===== src/rtl/fp_cmp_issue.sv =====
`default_nettype none
// ============================================================================
// Module   : fp_cmp_issue
// Purpose  : Issues FP compare requests to an external fixed-latency comparator,
//            decodes its flags into predicate results and queues them in order.
// Revision : 1.0
// ============================================================================
module fp_cmp_issue #(
  parameter int DEPTH   = 4,
  parameter int LATENCY = 3
) (
  input  logic        clock,
  input  logic        reset,
  input  logic        in_valid,
  output logic        in_ready,
  input  logic [2:0]  in_op,
  input  logic [31:0] in_a,
  input  logic [31:0] in_b,
  input  logic [3:0]  in_tag,
  output logic        cmp_go,
  output logic [31:0] cmp_a,
  output logic [31:0] cmp_b,
  input  logic        cmp_done,
  input  logic [2:0]  cmp_res,
  output logic        out_valid,
  input  logic        out_ready,
  output logic        out_result,
  output logic [3:0]  out_tag,
  output logic        err
);

  localparam int CW = $clog2(DEPTH + 1);
  localparam int PW = (DEPTH > 1) ? $clog2(DEPTH) : 1;
  localparam int MW = $clog2(LATENCY + 1);

  localparam logic [2:0] OP_EQ = 3'd0;
  localparam logic [2:0] OP_NE = 3'd1;
  localparam logic [2:0] OP_LT = 3'd2;
  localparam logic [2:0] OP_LE = 3'd3;
  localparam logic [2:0] OP_GT = 3'd4;
  localparam logic [2:0] OP_GE = 3'd5;

  logic              rdy_en_q;
  logic [CW-1:0]     credits_q, credits_d;
  logic [CW-1:0]     cnt_q, cnt_d;
  logic [MW-1:0]     mask_q;
  logic [LATENCY:0]  pv_q;
  logic [2:0]        pop_q  [LATENCY+1];
  logic [3:0]        ptag_q [LATENCY+1];
  logic [31:0]       a_q, b_q;
  logic              res_mem [DEPTH];
  logic [3:0]        tag_mem [DEPTH];
  logic [PW-1:0]     wptr_q, rptr_q;
  logic              err_q, err_d;
  logic              accept, pop, masked, wr, swap, wr_res;

  // Flags are bit0=aeb, bit1=alb, bit2=aleb; GT/GE already see swapped operands.
  function automatic logic decode(input logic [2:0] op, input logic [2:0] f);
    case (op)
      OP_EQ:   decode = f[0];
      OP_NE:   decode = ~f[0];
      OP_LT:   decode = f[1];
      OP_LE:   decode = f[2];
      OP_GT:   decode = f[1];
      OP_GE:   decode = f[2];
      default: decode = 1'b0;
    endcase
  endfunction

  function automatic logic [PW-1:0] nxt(input logic [PW-1:0] p);
    nxt = (p == PW'(DEPTH - 1)) ? '0 : p + PW'(1);
  endfunction

  assign in_ready = rdy_en_q & (credits_q != '0);
  assign accept   = in_valid & in_ready;
  assign out_valid = (cnt_q != '0);
  assign pop      = out_valid & out_ready;
  assign masked   = (mask_q != '0);
  assign wr       = pv_q[LATENCY] & ~masked;
  assign swap     = (in_op == OP_GT) | (in_op == OP_GE);
  assign wr_res   = decode(pop_q[LATENCY], cmp_res);

  always_comb begin
    credits_d = credits_q;
    if (accept & ~pop)      credits_d = credits_q - CW'(1);
    else if (pop & ~accept) credits_d = credits_q + CW'(1);
  end

  always_comb begin
    cnt_d = cnt_q;
    if (wr & ~pop)      cnt_d = cnt_q + CW'(1);
    else if (pop & ~wr) cnt_d = cnt_q - CW'(1);
  end

  // Stale comparator pulses from before reset are ignored while the mask runs.
  assign err_d = err_q | (accept & (in_op > OP_GE))
               | (~masked & (cmp_done != pv_q[LATENCY]));

  always_ff @(posedge clock or negedge reset) begin
    if (!reset) begin
      rdy_en_q  <= 1'b0;
      credits_q <= CW'(DEPTH);
      cnt_q     <= '0;
      mask_q    <= MW'(LATENCY);
      pv_q      <= '0;
      a_q       <= '0;
      b_q       <= '0;
      wptr_q    <= '0;
      rptr_q    <= '0;
      err_q     <= 1'b0;
      for (int k = 0; k <= LATENCY; k++) begin
        pop_q[k]  <= '0;
        ptag_q[k] <= '0;
      end
    end else begin
      rdy_en_q  <= 1'b1;
      credits_q <= credits_d;
      cnt_q     <= cnt_d;
      err_q     <= err_d;
      if (masked) mask_q <= mask_q - MW'(1);
      pv_q[0] <= accept;
      if (accept) begin
        pop_q[0]  <= in_op;
        ptag_q[0] <= in_tag;
        a_q       <= swap ? in_b : in_a;
        b_q       <= swap ? in_a : in_b;
      end
      for (int k = 1; k <= LATENCY; k++) begin
        pv_q[k]   <= pv_q[k-1];
        pop_q[k]  <= pop_q[k-1];
        ptag_q[k] <= ptag_q[k-1];
      end
      if (wr)  wptr_q <= nxt(wptr_q);
      if (pop) rptr_q <= nxt(rptr_q);
    end
  end

  always_ff @(posedge clock) begin
    if (wr) begin
      res_mem[wptr_q] <= wr_res;
      tag_mem[wptr_q] <= ptag_q[LATENCY];
    end
  end

  assign cmp_go     = pv_q[0];
  assign cmp_a      = a_q;
  assign cmp_b      = b_q;
  assign out_result = out_valid & res_mem[rptr_q];
  assign out_tag    = out_valid ? tag_mem[rptr_q] : 4'd0;
  assign err        = err_q;

endmodule
`default_nettype wire

===== config.mk =====
export PLATFORM = sky130hd
export DESIGN_NAME = fp_cmp_issue
export DESIGN_NICKNAME = d
export VERILOG_FILES = /design/src/rtl/fp_cmp_issue.sv
export SDC_FILE = /design/constraint.sdc
export NUM_CORES = 1
export LEC_CHECK = 0
export CAP_MARGIN = 20
export CORE_MARGIN = 2
export CORE_UTILIZATION = 46
export CTS_BUF_LIST = sky130_fd_sc_hd__clkbuf_8
export DETAILED_ROUTE_END_ITERATION = 8
export PLACE_DENSITY_LB_ADDON = 0.05
export SYNTH_ARGS = -nofsm -noshare
export SYNTH_HDL_FRONTEND = slang
export SYNTH_SLANG_ARGS = --single-unit

===== constraint.sdc =====
create_clock -name clock -period 3.2 [get_ports clock]
set_input_delay 0.48 -clock clock [delete_from_list [all_inputs] [get_ports clock]]
set_output_delay 0.48 -clock clock [all_outputs]
set_load 0.01 [all_outputs]

==> results.md, run 1 <==
* Worst path slowest cell: dfrtp_1
* Post-layout min period at 2.66 ns
* Final ANT Viol Nets at 0
* Resize count post-CTS at 0
* Worst rel slew slack at 53.8%
* Clk_skew at 0.00865 ns
* Die X-Extent at 113 um
* Grt total ovfl at 0
* Worst setup SP type: flop
* Sequential share of the synthesized area at 62.0%
* Syn Inst Count at 425
* Drt first pass iters at 4
* Final instance area at around 7500 um2
* Fmax at ~380 MHz
* Crit-path cells: mux4_2 -> and2_1 -> clkdlybuf4s50_1
* Initial cell density of the core at 47.2%
* Netlist cell types at 34
* HP Class: input port to asynchronous set/reset pin
* Final hold vios at 0
* Tcrit/Tclk final at 83.2%
* Post-Layout Cell Count at between 700 and 800
* Worst EP arrival at 2.18 ns
* Synth warn at 0
* Maximum vdd drop at 0.000907 V
* Overall routed net length at around 12000 um
* Max Cap Viol at 0
* Pre-CTS WS at 0.802 ns
* Largest net degree at the start of global routing at roughly 140
* RSZ-0062 raised after global routing: false
* Total GRT Usage at roughly 20%
* Initial antenna violation count at 0
* CP endpoint kind: output pin
* Post-DP HPWL at 7960 um
* Worst-Margin Slew at around 0.7 ns
* Setup TNS at 0 ns
* Worst-path fanout max at 8
* Synthesis-to-finish area growth at 37.6%
* I/O pin total at 152
* Layout Nets at 662
* Routed via count at 3640
* CTS tree: yes
* Setup-failing EPs final at 0
* Die area at 12700 um2
* Hold buffer count at cts at 0
* Total Power at 5.85 mW
* Worst skew pair latency at 0.43 ns
* Worst setup margin at approximately 0.54 ns
* Fillers at 921
* Number of diodes at 0
* Layout cells sized above 1 at 8.02%
* Wirelength per Cell at 15.8 um
* Drt drc at 0
* Core Area at 11500 um2
* H-tree levels at 4
* Clock Sinks at between 100 and 150
* CP required at 2.72 ns
* Die Span Y at approximately 110 um
* Slew Limit Fails at 0
* Post-Syn Area at 5420 um2
* Post-Syn Area per Cell at between 10 and 15 um2
* Post-Place Cell Area at about 7000 um2
* FP Rows at 39
* Num CTS Buffers at 17
* Slowest stage delay, CP at 0.58 ns
* Global-route wire length before repair at 19300 um
* CP Class: flop to output pin
* Yosys reg bits at 130
* # port buffers at 151
* Outcome: finished clean
* Most frequent cells in the layout: 150 x clkdlybuf4s50_1, 107 x dfrtp_1, 68 x nand2_1
* Post-Syn Nets at 514
* RePlAce Congestion at around 0.75
* Vias in the first global route at between 3000 and 4000
* Root buffer cell: clkbuf_8
* Most common cell after layout, fill and taps aside: clkdlybuf4s50_1
* DR vias/cell at 4.99
* Number of setup buffers added after CTS at 0
* Placed Cells at 697
* Worst-case clock buffer depth at 2
* Starting DRT DRC Count at 182
* P_leak at 3.28 nW
* Power density over the cells at 784 nW/um2
* Clock transition at path regs at 0.07 ns
## final cells by class
| cell class | count | area, um2 | share of cell area, % |
|---|---|---|---|
| clock inverters | 15 | 198 | 2.65 |
| repair buffers | 155 | 1580 | 21.2 |
| clock buffers | 17 | 234 | 3.14 |
| flip-flops and latches | 130 | 3360 | 45.1 |
| multi-input cells | 259 | 1870 | 25.1 |
| inverters | 10 | 37.5 | 0.504 |
| well taps | 143 | 179 | 2.40 |
## logic make-up (layout without fill, tap and decap cells)
family          count (synthesis)  after routing  synth area share [%]
compound gates                 72             72                  7.00
xor+xnor                       10             10                  1.62
fa+ha+maj                      10             10                  2.59
buf+inv                        36            197                  3.88
flops                         130            130                  62.0
mux                            81             81                  16.4
other cells                     1              1                0.0692
simple gates                   85             85                  6.51
## synthesized netlist by cell type
library cell,number,share of area [%]
nand3_1,1,0.092
or3_1,2,0.23
clkbuf_1,3,0.21
buf_8,1,0.28
buf_6,3,0.62
nand2_1,68,4.7
mux2_2,5,1.0
nor2_1,3,0.21
nand2b_1,1,0.12
xnor2_1,5,0.81
clkbuf_4,1,0.14
xor2_1,5,0.81
nor2b_1,1,0.12
a21oi_1,1,0.092
o311ai_2,1,0.30
inv_1,10,0.69
clkbuf_2,5,0.46
and3_1,4,0.46
o31a_1,1,0.16
mux4_2,5,2.1
ha_1,8,1.8
dfrtp_1,107,49
and2_1,5,0.58
buf_2,7,0.65
conb_1,1,0.069
mux2i_1,66,12
mux2_1,5,1.0
o21ai_0,61,5.6
o21ai_1,7,0.65
buf_4,6,0.83
edfxtp_1,20,11
o32ai_1,1,0.16
fa_1,2,0.74
dfstp_2,3,1.5
## registers in the layout, summed over array words and instances (netlist names), 2 cells and up
register and cells:
cnt_q 3, mask_q 2, cmp_b 32, tag_mem 16, credits_q 3, wptr_q 2, ptag_q 16, res_mem 4
pv_q 4, rptr_q 2, pop_q 12, cmp_a 32
## path summary, 6_finish.rpt
check	startpoint	endpoint	slack (ns)	cells past startpoint
max	rptr_q[0]	out_tag[3]	0.54	3
min	reset	pv_q[3]	0.09	1
max reg2reg	cnt_q[1]	credits_q[2]	0.86	8
min reg2reg	ptag_q[6]	ptag_q[2]	0.34	0
max in group asynchronous	reset	mask_q[0]	2.32	2
min in group clock	ptag_q[6]	ptag_q[2]	0.34	0
## metal layers
metal,global-route usage (%),share of wire [%]
met3,10.1,8.4
met1,22.9,40
met5,0,0
met4,6.50,1.0
met2,32.7,50
## worst max-delay path, delay by kind of cell, from the launching register on
family	cells	cell delay (ns)
and+or+nand+nor	1	0.17
buffers and inverters	1	0.47
DFF	1	0.58
muxes	1	0.54
## power by group
| part | switching (mW) | total, mW | internal, mW |
|---|---|---|---|
| clock network | 0.605 | 1.51 | 0.907 |
| registers | 0.328 | 2.56 | 2.23 |
| logic | 0.749 | 1.78 | 1.03 |
| total | 1.68 | 5.85 | 4.16 |
## per-stage QoR
stage	hold WS [ns]	util (%)
6_report	0.0853	65.0
5_1_grt	0.0984	65.0
4_1_cts	0.0889	65.0
3_5_place_dp	0.335	61.2
3_3_place_gp	0.332	61.2
2_1_floorplan	0.184	-
Note: power is estimated with default switching activity, not from simulation.
==> run 2: changes to the inputs <==
==> constraint.sdc (replaced) <==
create_clock -name clock -period 2.8 [get_ports clock]
set_input_delay 0.42 -clock clock [delete_from_list [all_inputs] [get_ports clock]]
set_output_delay 0.42 -clock clock [all_outputs]
set_load 0.01 [all_outputs]
==> run 2 against run 1 <==
Worst setup slack worse by 0.33 ns. Largest power group unchanged. Sequential share of layout area is 0.23 points lower. Register-to-register slack worse by 0.30 ns. Die area is the same. Worst hold slack better by 0.26 ns. Final cell count rose by 0.14%. Wire length shrank 0.49%. Critical path depth did not move.
==> results.md, run 2 (synthesis results as in run 1) <==
* Post-layout util at 65.3% (+0.34 points)
* Worst path slowest cell: dfrtp_1
* DR vias/cell at 4.96 (-0.63%)
* Layout cells sized above 1 at 8.69% (+0.67 points)
* I/O pin total at 152 (unchanged)
* Synthesis-to-finish area growth at 38.3%
* Wirelength per Cell at 15.7 um (-0.63%)
* Initial antenna violation count at 0 (unchanged)
* Overall routed net length at 11500 um (-0.49%)
* P_leak at 3.29 nW (+0.27%)
* Most frequent cells in the layout: 150 x clkdlybuf4s50_1, 107 x dfrtp_1, 68 x nand2_1
* Largest net degree at the start of global routing at 137 (unchanged)
* HP Class: flop to flop
* Post-layout min period at 2.59 ns
* Final ANT Viol Nets at 0 (unchanged)
* Highest Signal Layer: met4
* Clk_skew at 0.00824 ns (-0.000407 ns)
* Outcome: finished clean
* Vias in the first global route at 3944 (+0.31%)
* Met2 WL post-DR at 5610 um (-3.3%)
* CP Depth at 3 (unchanged)
* Grt total ovfl at 0 (unchanged)
* Layout Nets at 663 (+0.15%)
* Starting DRT DRC Count at 178 (-2.2%)
* Most common cell after layout, fill and taps aside: clkdlybuf4s50_1
* Clock Sinks at 130 (unchanged)
* Max Cap Viol at 0 (unchanged)
* R2r startpoint: cnt_q[1]
* R2R setup slack at 0.56 ns (-0.30 ns)
* Crit path from: rptr_q[0]
* Worst rel slew slack at 58.4% (+4.6 points)
* Number of diodes at 0 (unchanged)
* Drt drc at 0 (unchanged)
* Tightest hold margin at 0.350 ns (+0.264 ns)
* Crit-path cells: mux4_2 -> and2_1 -> clkdlybuf4s50_1
* FP Rows at 39 (unchanged)
* Pre-CTS WS at 0.519 ns (-0.283 ns)
* Slowest stage delay, CP at 0.57 ns (about the same)
* Worst-Margin Slew at 0.624 ns (-0.0692 ns)
* Num CTS Buffers at 17 (unchanged)
* Worst hold stages at 0
* Clock transition at path regs at 0.07 ns (about the same)
* Root buffer cell: clkbuf_8
* Initial cell density of the core at 47.2% (unchanged)
* RSZ-0062 raised after global routing: false
* Largest delay share family, worst path: flip-flops
* Global-route wire length before repair at 19300 um (+0.21%)
* Post-DP HPWL at 8110 um (+1.9%)
* Drt first pass iters at 4 (unchanged)
* Tcrit/Tclk final at 92.4%
* CTS tree: yes
* Slew Limit Fails at 0 (unchanged)
* # port buffers at 151 (unchanged)
* Worst EP arrival at 2.17 ns (about the same)
* RR Endpoint: cnt_q[2]
* Final hold vios at 0 (unchanged)
* H-tree levels at 4 (unchanged)
* Worst setup SP type: flop
* Worst-path fanout max at 8 (unchanged)
* Critical path destination: out_tag[0]
* Resize count post-CTS at 0 (unchanged)
* RePlAce Congestion at 0.746 (-0.77%)
* Maximum vdd drop at 0.000662 V (-27%)
* WL met3 at 919 um (-5.5%)
* Fillers at 909 (-1.3%)
* Worst-case clock buffer depth at 2 (unchanged)
* Power density over the cells at 898 nW/um2 (+14%)
* WP buf/inv at 1 (unchanged)
* Setup-failing EPs final at 0 (unchanged)
* Met1 Wirelength at 4780 um (+2.4%)
* Die X-Extent at 113 um (unchanged)
* CP required at 2.38 ns (-0.34 ns)
* Die area at 12700 um2 (unchanged)
* Reg2reg path depth at 8 (unchanged)
* Fmax at slightly below 400 MHz
* Routed via count at 3622 (-0.49%)
* CP endpoint kind: output pin
* Worst skew pair latency at 0.44 ns (about the same)
* Worst setup margin at 0.212 ns (-0.326 ns)
* CP Class: flop to output pin
* Total GRT Usage at 19.8% (-0.14 points)
* Setup TNS at 0 ns (unchanged)
* Core Area at 11500 um2 (unchanged)
* Die Span Y at 113 um (unchanged)
## run 2: how the worst min path moves through the flow
stage,startpoint,endpoint
after floorplan,reset,cmp_a[0]
after global placement,pop_q[6],pop_q[3]
after detailed placement,ptag_q[4],ptag_q[0]
after CTS,ptag_q[9],ptag_q[5]
after global routing,ptag_q[4],ptag_q[0]
final,pv_q[2],pv_q[3]
## run 2: power breakdown
part,total [mW],internal (mW),switching (mW)
Clock,1.78,1.05,0.724
Sequential,2.92,2.55,0.377
Combinational,2.03,1.18,0.852
## run 2: per-layer routing
| metal | global-route usage (%) | up-vias |
|---|---|---|
| li1 | - | 1766 |
| met1 | 23.7 | 1730 |
| met2 | 32.2 | 108 |
| met3 | 8.80 | 18 |
| met4 | 6.67 | 0 |
| met5 | 0 | - |
## run 2: stage by stage
stage | total power [mW] | area, um2 | instances
6_report | 6.73 | 7490 | 730
5_1_grt | 7.16 | 7490 | 730
4_1_cts | 6.82 | 7490 | 730
3_5_place_dp | 5.02 | 7030 | 697
3_3_place_gp | 4.94 | 7030 | 697
2_1_floorplan | 3.85 | 5420 | 425
## run 2: area by class of cell
class                   instances  area, um2  share of cell area [%]
clock inverters                15        214                    2.86
clock buffers                  17        234                    3.12
multi-input cells             259       1870                    25.0
well taps                     143        179                    2.39
inverters                      10       37.5                   0.501
flip-flops and latches        130       3360                    44.8
repair buffers                156       1600                    21.3
## run 2: worst register-to-register path: cells and delay by family (launching register included)
family / cells / cell delay (ns)
and+or+nand+nor: 3 / 0.77
buffers and inverters: 1 / 0.06
xor gates and xnor gates: 2 / 0.32
adders and majority gates: 2 / 0.59
DFF: 1 / 0.41
## run 2: what timing repair did
item,4_1_cts,5_1_grt
setup buffers,0,0
hold buffers,1,0
endpoints found under the hold margin,11,0
==> run 3: changes to the inputs <==
--- a/config.mk
+++ b/config.mk
@@ -5,9 +5,11 @@
 export SDC_FILE = /design/constraint.sdc
 export NUM_CORES = 1
 export LEC_CHECK = 0
-export CAP_MARGIN = 20
+export CAP_MARGIN = 30
+export CELL_PAD_IN_SITES_DETAIL_PLACEMENT = 1
+export CELL_PAD_IN_SITES_GLOBAL_PLACEMENT = 1
 export CORE_MARGIN = 2
-export CORE_UTILIZATION = 46
+export CORE_UTILIZATION = 39
 export CTS_BUF_LIST = sky130_fd_sc_hd__clkbuf_8
 export DETAILED_ROUTE_END_ITERATION = 8
 export PLACE_DENSITY_LB_ADDON = 0.05
==> run 3 against run 2 <==
Sequential share of layout area down 0.060 points. Total power down 1.8%. Utilization down 11 points. Global-route usage down 0.82 points. Die area up 17%. Sequential power about the same. Worst hold slack worse by 0.34 ns. Clock power down 10%. Worst setup slack worse by 0.041 ns. Critical path depth unchanged. First-iteration DRC count up 48%. Critical endpoint unchanged. Largest power group unchanged.
==> results.md, run 3 (synthesis results as in run 1) <==
* Outcome: finished clean
* CTS tree: yes
* Wirelength per Cell at 16.6 um (+5.2%)
* Worst path slowest cell: dfrtp_1
* Final ANT Viol Nets at 0 (unchanged)
* Layout cells sized above 1 at 8.66% (-0.030 points)
* Total Power at 6.61 mW (-1.8%)
* Most common cell after layout, fill and taps aside: clkdlybuf4s50_1
* Clock Sinks at 130 (unchanged)
* Slowest stage delay, CP at 0.59 ns (+0.02 ns)
* Seq. cell area at 3360 um2 (unchanged)
* Placed Cells at 737 (+5.7%)
* RSZ-0062 raised after global routing: false
* # port buffers at 151 (unchanged)
* Fillers at 1451 (+60%)
* I/O pin total at 152 (unchanged)
* Initial antenna violation count at 0 (unchanged)
* Worst rel slew slack at 55.4% (-3.1 points)
* Routed via count at 3685 (+1.7%)
* Die X-Extent at 122 um (+8.3%)
* Reg2reg path depth at 8 (unchanged)
* Clock transition at path regs at 0.07 ns (about the same)
* Worst skew pair latency at 0.45 ns (about the same)
* Starting DRT DRC Count at 264 (+48%)
* CP Class: flop to output pin
* Fmax at 380 MHz (-1.6%)
* Hold buffer count at cts at 0 (-1)
* Number of setup buffers added after CTS at 0 (unchanged)
* Post-layout min period at 2.63 ns (+0.0409 ns)
* Largest net degree at the start of global routing at 137 (unchanged)
* Most frequent cells in the layout: 150 x clkdlybuf4s50_1, 107 x dfrtp_1, 68 x nand2_1
* Number of diodes at 0 (unchanged)
* Worst setup SP type: flop
* Worst-Margin Slew at 0.670 ns (+0.0460 ns)
* Vias in the first global route at 4074 (+3.3%)
* FP Rows at 43 (+10%)
* Total GRT Usage at 19.0% (-0.82 points)
* Crit path from: rptr_q[0]
* Slew Limit Fails at 0 (unchanged)
* CP endpoint kind: output pin
* Setup TNS at 0 ns (unchanged)
* Worst EP arrival at 2.21 ns (+0.04 ns)
* Global-route wire length before repair at 21200 um (+9.8%)
* Setup-failing EPs final at 0 (unchanged)
* Die Span Y at 122 um (+8.3%)
* Worst-path fanout max at 8 (unchanged)
* Power density over the cells at 881 nW/um2 (-1.9%)
* Final hold vios at 0 (unchanged)
* Num CTS Buffers at 17 (unchanged)
* Drt drc at 0 (unchanged)
* Maximum vdd drop at 0.000427 V (-35%)
* RePlAce Congestion at 0.696 (-6.7%)
* Initial cell density of the core at 39.5% (-7.8 points)
* R2r startpoint: cnt_q[0]
* Core Area at 13700 um2 (+20%)
* Largest delay share family, worst path: flip-flops
* Synthesis-to-finish area growth at 38.5%
* Layout Nets at 665 (+0.30%)
* Resize count post-CTS at 0 (unchanged)
* CP required at 2.38 ns (about the same)
* Post-Layout Cell Count at 769 (+5.3%)
* Max Cap Viol at 0 (unchanged)
* Final instance area at 7500 um2 (+0.13%)
* Pre-CTS WS at 0.487 ns (-0.0317 ns)
* P_leak at 3.30 nW (+0.23%)
* Drt first pass iters at 4 (unchanged)
* Post-Place Cell Area at 7100 um2 (+0.98%)
* Worst-case clock buffer depth at 2 (unchanged)
* Die area at 14800 um2 (+17%)
* Tcrit/Tclk final at 93.9% (+1.5 points)
* Clk_skew at 0.0199 ns (+0.0116 ns)
* CP Depth at 3 (unchanged)
* Grt total ovfl at 0 (unchanged)
* H-tree levels at 4 (unchanged)
* WP buf/inv at 1 (unchanged)
* Overall routed net length at 12700 um (+11%)
* Crit-path cells: mux4_2 -> and2_1 -> clkdlybuf4s50_1
* Root buffer cell: clkbuf_8
* DR vias/cell at 4.79 (-3.4%)
* Post-DP HPWL at 8910 um (+9.9%)
* HP Class: input port to asynchronous set/reset pin
* Multi-input gate area at 1870 um2 (unchanged)
* Worst setup margin at 0.171 ns (-0.0409 ns)
==> run 3: layout make-up <==
type | count | area share [%]
flip-flops and latches | 130 | 44.8
inverters | 10 | 0.501
multi-input cells | 259 | 24.9
well taps | 180 | 3.00
repair buffers | 158 | 21.5
clock buffers | 18 | 3.30
clock inverters | 14 | 2.02
==> run 3: worst reg2reg max path: stages, from the launching register on <==
cell and delay, ns:
dfrtp_1 0.43, or3_1 0.46, nand2_1 0.23, ha_1 0.23
inv_1 0.06, fa_1 0.38, xor2_1 0.17, nor2_1 0.12
xor2_1 0.16
==> run 3: path summary, 6_finish.rpt <==
path | to | slack, ns
worst max-delay path | out_tag[0] | 0.17
worst min-delay path | ptag_q[5] | 0.009
worst max register to register | credits_q[2] | 0.48
worst min register to register | pop_q[3] | 0.35
max in group asynchronous | credits_q[2] | 2.06
min in group clock | pop_q[3] | 0.35
==> run 3: per-layer routing <==
metal / global-route usage [%] / part of all wire, %
met1: 22.9 / 41
met3: 8.66 / 8.3
met5: 0 / 0
met2: 29.5 / 49
met4: 7.83 / 2.1
==> run 3: power breakdown <==
part	switching, mW	total [mW]	internal [mW]
registers	0.389	2.94	2.55
clock network	0.714	1.60	0.886
logic	0.888	2.07	1.18
total	1.99	6.61	4.61
==> run 3: per-stage QoR <==
| stage | util [%] | hold slack (ns) |
|---|---|---|
| 3_3_place_gp | 51.8 | 0.333 |
| 2_1_floorplan | - | 0.124 |
| 5_1_grt | 54.7 | 0.0152 |
| 3_5_place_dp | 51.8 | 0.336 |
| 6_report | 54.7 | 0.00862 |
| 4_1_cts | 54.7 | 0.0124 |
